File: config.mk
export PLATFORM = sky130hd
export DESIGN_NAME = box_plotter
export DESIGN_NICKNAME = d
export VERILOG_FILES = /design/src/rtl/box_plotter.sv
export SDC_FILE = /design/constraint.sdc
export NUM_CORES = 1
export LEC_CHECK = 0
export CELL_PAD_IN_SITES_DETAIL_PLACEMENT = 1
export CELL_PAD_IN_SITES_GLOBAL_PLACEMENT = 1
export CORE_MARGIN = 8
export CORE_UTILIZATION = 43
export DETAILED_ROUTE_END_ITERATION = 16
export PLACE_DENSITY = 0.84
export SYNTH_ARGS = -nofsm -noshare
export SYNTH_HDL_FRONTEND = slang
export SYNTH_SLANG_ARGS = --single-unit
export TNS_END_PERCENT = 100
File: constraint.sdc
create_clock -name clk -period 2.9 [get_ports clk]
set_input_delay 0.435 -clock clk [delete_from_list [all_inputs] [get_ports clk]]
set_output_delay 0.435 -clock clk [all_outputs]
set_load 0.02 [all_outputs]
File: src/rtl/box_plotter.sv
// Rasterises one rectangle per request into a one-pixel-per-clock stream for a 160x120 VGA adapter.
// Optional build macro BOX_PLOTTER_CLIP_EN suppresses plots for off-screen pixels without changing timing.
module box_plotter #(
    parameter int X_W      = 8,
    parameter int Y_W      = 7,
    parameter int COL_W    = 3,
    parameter int SZ_W     = 7,
    parameter int SCREEN_W = 160,
    parameter int SCREEN_H = 120,
    parameter logic [COL_W-1:0] BG_COLOUR = '0
) (
    input  logic             clk,
    input  logic             resetn,
    input  logic             start,
    input  logic             erase,
    input  logic [X_W-1:0]   x0,
    input  logic [Y_W-1:0]   y0,
    input  logic [SZ_W-1:0]  w,
    input  logic [SZ_W-1:0]  h,
    input  logic [COL_W-1:0] colour_in,
    output logic [X_W-1:0]   x,
    output logic [Y_W-1:0]   y,
    output logic [COL_W-1:0] colour,
    output logic             plot,
    output logic             busy,
    output logic             done
);

    typedef enum logic [1:0] {IDLE, PLOT, DONE} state_t;

    state_t           state_q, state_d;
    logic [X_W-1:0]   x0_q, x0_d;
    logic [Y_W-1:0]   y0_q, y0_d;
    logic [SZ_W-1:0]  w_q, w_d;
    logic [SZ_W-1:0]  h_q, h_d;
    logic [SZ_W-1:0]  dx_q, dx_d;
    logic [SZ_W-1:0]  dy_q, dy_d;
    logic [COL_W-1:0] col_q, col_d;

    logic [X_W-1:0]   x_q, x_d;
    logic [Y_W-1:0]   y_q, y_d;
    logic [COL_W-1:0] colour_q, colour_d;
    logic             plot_q, plot_d;
    logic             done_q, done_d;

    logic             busy_w;
    logic             accept;
    logic             last_col;
    logic             last_row;

    // The done cycle still counts as busy so a start can never land on it.
    assign busy_w   = (state_q != IDLE) || done_q;
    assign accept   = start && !busy_w;
    assign last_col = (dx_q == w_q - SZ_W'(1));
    assign last_row = (dy_q == h_q - SZ_W'(1));

    always_ff @(posedge clk or negedge resetn) begin
        if (!resetn) begin
            state_q  <= IDLE;
            x0_q     <= '0;
            y0_q     <= '0;
            w_q      <= '0;
            h_q      <= '0;
            dx_q     <= '0;
            dy_q     <= '0;
            col_q    <= '0;
            x_q      <= '0;
            y_q      <= '0;
            colour_q <= '0;
            plot_q   <= 1'b0;
            done_q   <= 1'b0;
        end else begin
            state_q  <= state_d;
            x0_q     <= x0_d;
            y0_q     <= y0_d;
            w_q      <= w_d;
            h_q      <= h_d;
            dx_q     <= dx_d;
            dy_q     <= dy_d;
            col_q    <= col_d;
            x_q      <= x_d;
            y_q      <= y_d;
            colour_q <= colour_d;
            plot_q   <= plot_d;
            done_q   <= done_d;
        end
    end

    always_comb begin
        state_d = state_q;
        x0_d    = x0_q;
        y0_d    = y0_q;
        w_d     = w_q;
        h_d     = h_q;
        dx_d    = dx_q;
        dy_d    = dy_q;
        col_d   = col_q;
        case (state_q)
            IDLE: begin
                if (accept) begin
                    x0_d  = x0;
                    y0_d  = y0;
                    w_d   = w;
                    h_d   = h;
                    dx_d  = '0;
                    dy_d  = '0;
                    col_d = erase ? BG_COLOUR : colour_in;
                    state_d = ((w == '0) || (h == '0)) ? DONE : PLOT;
                end
            end
            PLOT: begin
                if (last_col) begin
                    dx_d = '0;
                    if (last_row) begin
                        state_d = DONE;
                    end else begin
                        dy_d = dy_q + SZ_W'(1);
                    end
                end else begin
                    dx_d = dx_q + SZ_W'(1);
                end
            end
            DONE: begin
                state_d = IDLE;
            end
            default: begin
                state_d = IDLE;
            end
        endcase
    end

`ifdef BOX_PLOTTER_CLIP_EN
    logic [X_W:0] sum_x;
    logic [Y_W:0] sum_y;
    logic         in_range;

    // Sums carry one extra bit so pixels past the screen edge are detected, not wrapped.
    assign sum_x    = (X_W+1)'(x0_q) + (X_W+1)'(dx_q);
    assign sum_y    = (Y_W+1)'(y0_q) + (Y_W+1)'(dy_q);
    assign in_range = (sum_x < (X_W+1)'(SCREEN_W)) && (sum_y < (Y_W+1)'(SCREEN_H));
`else
    logic [X_W-1:0] sum_x;
    logic [Y_W-1:0] sum_y;
    logic           in_range;

    assign sum_x    = x0_q + X_W'(dx_q);
    assign sum_y    = y0_q + Y_W'(dy_q);
    assign in_range = 1'b1;
`endif

    always_comb begin
        x_d      = x_q;
        y_d      = y_q;
        colour_d = colour_q;
        plot_d   = 1'b0;
        done_d   = 1'b0;
        case (state_q)
            PLOT: begin
                plot_d = in_range;
                if (in_range) begin
                    x_d      = sum_x[X_W-1:0];
                    y_d      = sum_y[Y_W-1:0];
                    colour_d = col_q;
                end
            end
            DONE: begin
                done_d = 1'b1;
            end
            default: begin
                plot_d = 1'b0;
            end
        endcase
    end

    assign x      = x_q;
    assign y      = y_q;
    assign colour = colour_q;
    assign plot   = plot_q;
    assign done   = done_q;
    assign busy   = busy_w;

endmodule

======== Word level (Yosys, flattened, before mapping) ========
Index checks and enable logic that the tools add are counted.
word-level totals
  input bits .............................. 36
  flip-flop bits (word level) ............. 68
  output and inout bits ................... 21
  logic and storage cells ................. 54
operators by class
  add/sub/neg operators ................... 6
  reductions and logical operators ........ 13
  equal/unequal tests ..................... 8
  multiplexer cells ....................... 14
operators with widths
  kind                                                                   number
  7-bit 2-to-1 mux                                                       4
  7-bit one-hot mux with 2 select lines                                  2
  7-bit by 1-bit adder with 7-bit output, second input constant          2
  7-bit equality test                                                    2
  7-bit zero test                                                        2
  7-bit by 1-bit subtractor with 7-bit output, second input constant     2
  8-bit by 7-bit adder with 8-bit output                                 1
  2-bit 2-to-1 mux                                                       4
  2-bit inequality test, second input constant                           4
  7-bit adder                                                            1
  2-bit one-hot mux with 2 select lines                                  1
  2-bit AND reduction                                                    2
  4-bit AND reduction                                                    1
  2-bit nonzero test                                                     2
  3-bit 2-to-1 mux                                                       1
  3-bit AND reduction                                                    1
  2-bit by 1-bit equality test with 1-bit output, second input constant  1
  2-bit equality test, second input constant                             1
  2-bit zero test                                                        1
  1-bit logical OR                                                       2
  1-bit 2-to-1 mux                                                       2
  1-bit logical AND                                                      1
  1-bit zero test                                                        1

======== Longest topological paths before layout ========
  depth after elaboration ................. 6
  depth in mapped cells ................... 9
  depth with buffers taken out ............ 9

======== Least setup slack after synthesis ========
OpenSTA, ideal clock, no wires.
  path type ............................... register to register
  from .................................... reg w_q[0]
  to ...................................... reg dy_q[1]
  setup time .............................. 128 ps
  arrival ................................. 2,197 ps
  stages on the path, launching flop included .. 9
  required time ........................... 2,772 ps
  setup slack ............................. 576 ps
  cells stage by stage .................... dfrtp_1 > inv_1 > ha_1 > nand2_1 > o31a_1 > or4_1 > buf_2 > nor3_4 > mux2_1
on the way
  longest elaborated chain between the ends .. 4
RTL lines
  element                                      line  source
  start, declared                              34    logic [SZ_W-1:0] w_q, w_d;
  start signal, assigned                       76    w_q <= w_d;
  7-bit by 1-bit subtractor with 7-bit output  54    assign last_col = (dx_q == w_q - SZ_W'(1));
  7-bit equality test                          54
  2-bit inequality test (no line)              --
  4-bit AND reduction (no line)                --
  end signal, assigned                         79    dy_q <= dy_d;
  end, declared                                37    logic [SZ_W-1:0] dy_q, dy_d;
Every way passes these cells.
A chain may end at the register's enable or synchronous reset.

======== Final worst setup path ========
Same ends and word-level chain as after synthesis.

==> metrics.md <==
| Metric | Value |
|---|---|
| Wirelength per Cell | 17.50 um |
| Die Ht | 109.5 um |
| Top FF cell, synth | dfrtp_1 |
| P per Cell Area | 1069 nW/um2 |
| Maximum number of pins on one net before global-route repair | 41 |
| Max-slew violation count | 0 |
| Final Util | 0.5431 |
| Inserted Clock Buffers | 9 |
| Grt total ovfl | 0 |
| Routed vias/inst | 5.448 |
| Core area | 8593 um2 |
| Number of global-route vias before repair | 3196 |
| Die area | 12000 um2 |
| GP Congestion | 0.8057 |
| Reg2Reg Depth | 7 |
| Fin Setup TNS | 0 ns |
| Slowest cell on the critical path | or4_1 |
| Drt first pass iters | 4 |
| Clock sinks | 68 |
| Synthesized area per cell | 10.56 um2 |
| TritonCTS clock tree | done |
| DP HPWL | 7.040 mm |
| Fill count | 942 |
| Max-cap viol count | 0 |
| Sequential area share after synthesis | 0.4524 |
| Vias | 2882 |
| Crit start category | register |
| Site row count | 34 |
| WP depth | 7 |
| Initial antenna violation count | 0 |
| # setup viols final | 0 |
| Area grow syn2layout | 24.09% |
| Top cells by area, synth | dfrtp_1 45%, mux2_2 8.7%, ha_1 5.7% |
| Leakage | 2.061 nW |
| Clk_skew | 0.01262 ns |
| Crit path time final | 2.571 ns |
| Tot Pwr | 4.987 mW |
| Max rail drop VDD | 0.4239 mV |
| Crit. End Element | register |
| Post-cts resize count | 0 |
| Seq cells post-synth | 68 |
| Port Buffer Count | 56 |
| Detail Route Antenna Nets | 0 |
| EDFF count, synth | 0 |
| H-tree depth | 3 |
| Critical Setup Path Class | register to register |
| Buf+Inv Stages, Crit Path | 1 |
| GRT Util Overall | 0.1671 |
| Starting DRT DRC Count | 72 |
| Die W | 109.5 um |
| Post-Syn Area | 3761 um2 |
| Nets | 471 |
| Slew @ Worst Pin | 0.9816 ns |
| CP Max Fanout | 6 |
| First-pass GRT wire length | 15.73 mm |
| Critical path cell sequence | inv_1, ha_1, nand2_1, o31a_1, or4_1, nor3_4, mux2_1 |
| Root Buffer | clkbuf_8 |
| Status | finished clean |
| Top delay family on crit path | simple AND/OR/NAND/NOR gates |
| Maximum buffer depth of the clock tree | 2 |
| Setup bufs post-CTS | 0 |
| Share of synthesized registers carrying an async set or reset | 1.000 |
| Clk_lat worst skew | 0.36 ns |
| RSZ-0062 raised after global routing | false |
| Synth Warn # | 0 |
| Layout cells sized above 1 | 0.1591 |
| Hold Vio Cnt, Final | 0 |
| Critical path arrival | 2.81 ns |
| Post-synth top area share | 0.4524 |
| Register area | 1702 um2 |
| Final Cycle Share | 0.8867 |
| Post-synth net total | 411 |
| Final WL | 9.255 mm |
| CP max stage delay | 0.72 ns |
| DRC errors left | 0 |
| Achievable Freq | 388.9 MHz |
| Post-CTS Hold Fix Bufs | 0 |
| Post-synth top area cell | dfrtp_1 |
| Clock transition at path regs | 0.08 ns |
| Worst EP required | 3.14 ns |
| Multi-input gate area | 1929 um2 |
| Ant. Diodes | 0 |
| I/O Pins | 57 |
| Worst slew margin | 0.3287 |
| Post-Syn Instances | 356 |
| Distinct cells, synth | 53 |
| Hold WC Path Type | input pin to async pin |
| Initial core utilization | 0.4377 |
[worst paths after layout]
check	startpoint	endpoint	slack, ns
worst max-delay path	w_q[0]$_DFFE_PN0P_	dy_q[1]$_DFFE_PN0P_	0.33
worst min-delay path	resetn	y[3]$_DFFE_PN0P_	0.14
worst max register to register	w_q[0]$_DFFE_PN0P_	dy_q[1]$_DFFE_PN0P_	0.33
worst min register to register	col_q[0]$_DFFE_PN0P_	colour[0]$_DFFE_PN0P_	0.48
max in group asynchronous	resetn	h_q[6]$_DFFE_PN0P_	2.11
min in group clk	col_q[0]$_DFFE_PN0P_	colour[0]$_DFFE_PN0P_	0.48
[cells by family after synthesis]
group,synth area share
flip-flops,0.4524
AO/OA/AOI/OAI,0.1094
adder cells (fa/ha/maj),0.06720
XOR/XNOR,0.05822
multiplexers,0.1084
AND/OR/NAND/NOR,0.1690
buffers and inverters,0.03526
[placed cells by master, fill, tap and decap left out, types with 10 or more instances in the layout]
cell type and instances:
clkdlybuf4s50_1 55, dfrtp_1 68, clkbuf_8 10, nand2_1 45
inv_1 21, xor2_1 18, mux2_2 29, o21ai_0 17
ha_1 17
[power by group]
| group | total [mW] | switching (mW) | internal, mW | leakage [nW] |
|---|---|---|---|---|
| clock network | 0.822 | 0.396 | 0.426 | 0.0991 |
| registers | 1.76 | 0.405 | 1.36 | 0.844 |
| logic | 2.40 | 1.29 | 1.11 | 1.12 |
[layout make-up]
class / instances / share of cell area
multi-input cells: 254 / 0.4134
flip-flops and latches: 68 / 0.3646
repair buffers: 62 / 0.1314
clock buffers: 10 / 0.02949
well taps: 108 / 0.02895
inverters: 21 / 0.01689
clock inverters: 6 / 0.01528
[synthesized netlist by cell type, types with 8 or more instances]
cell type,instances
nand2_1,46
nand3_1,9
nor2_1,9
a21oi_1,8
clkbuf_1,11
xor2_1,18
dfrtp_1,68
nand2b_1,9
inv_1,21
o21ai_0,17
ha_1,17
mux2_2,29
[metrics by stage]
stage                     hold WS [ns]  instances  setup WS, ns  area [um2]
after global routing            0.1925        529        0.1734        4667
final                           0.1362        529        0.3286        4667
after floorplan                 0.1394        356        0.5757        3761
after CTS                       0.1553        529        0.3222        4667
after global placement          0.4516        513        0.4200        4458
after detailed placement        0.4631        513        0.3313        4458
[sequential cells by signal (all words and copies together), names as in the netlist]
signal	flops
y	7
w_q	7
x0_q	8
y0_q	7
plot	1
x	8
done	1
colour	3
col_q	3
state_q	2
h_q	7
dy_q	7
dx_q	7
[routing by layer]
metal,share of wire,wire (um),vias to the layer above,global-route usage
met5,0,0,-,0
met2,0.53,4915,36,0.2997
met3,0.027,253,14,0.03107
met1,0.43,3936,1450,0.1906
li1,-,-,1382,-
met4,0.016,150,0,0.06943
Note: power is estimated with default switching activity, not from simulation.
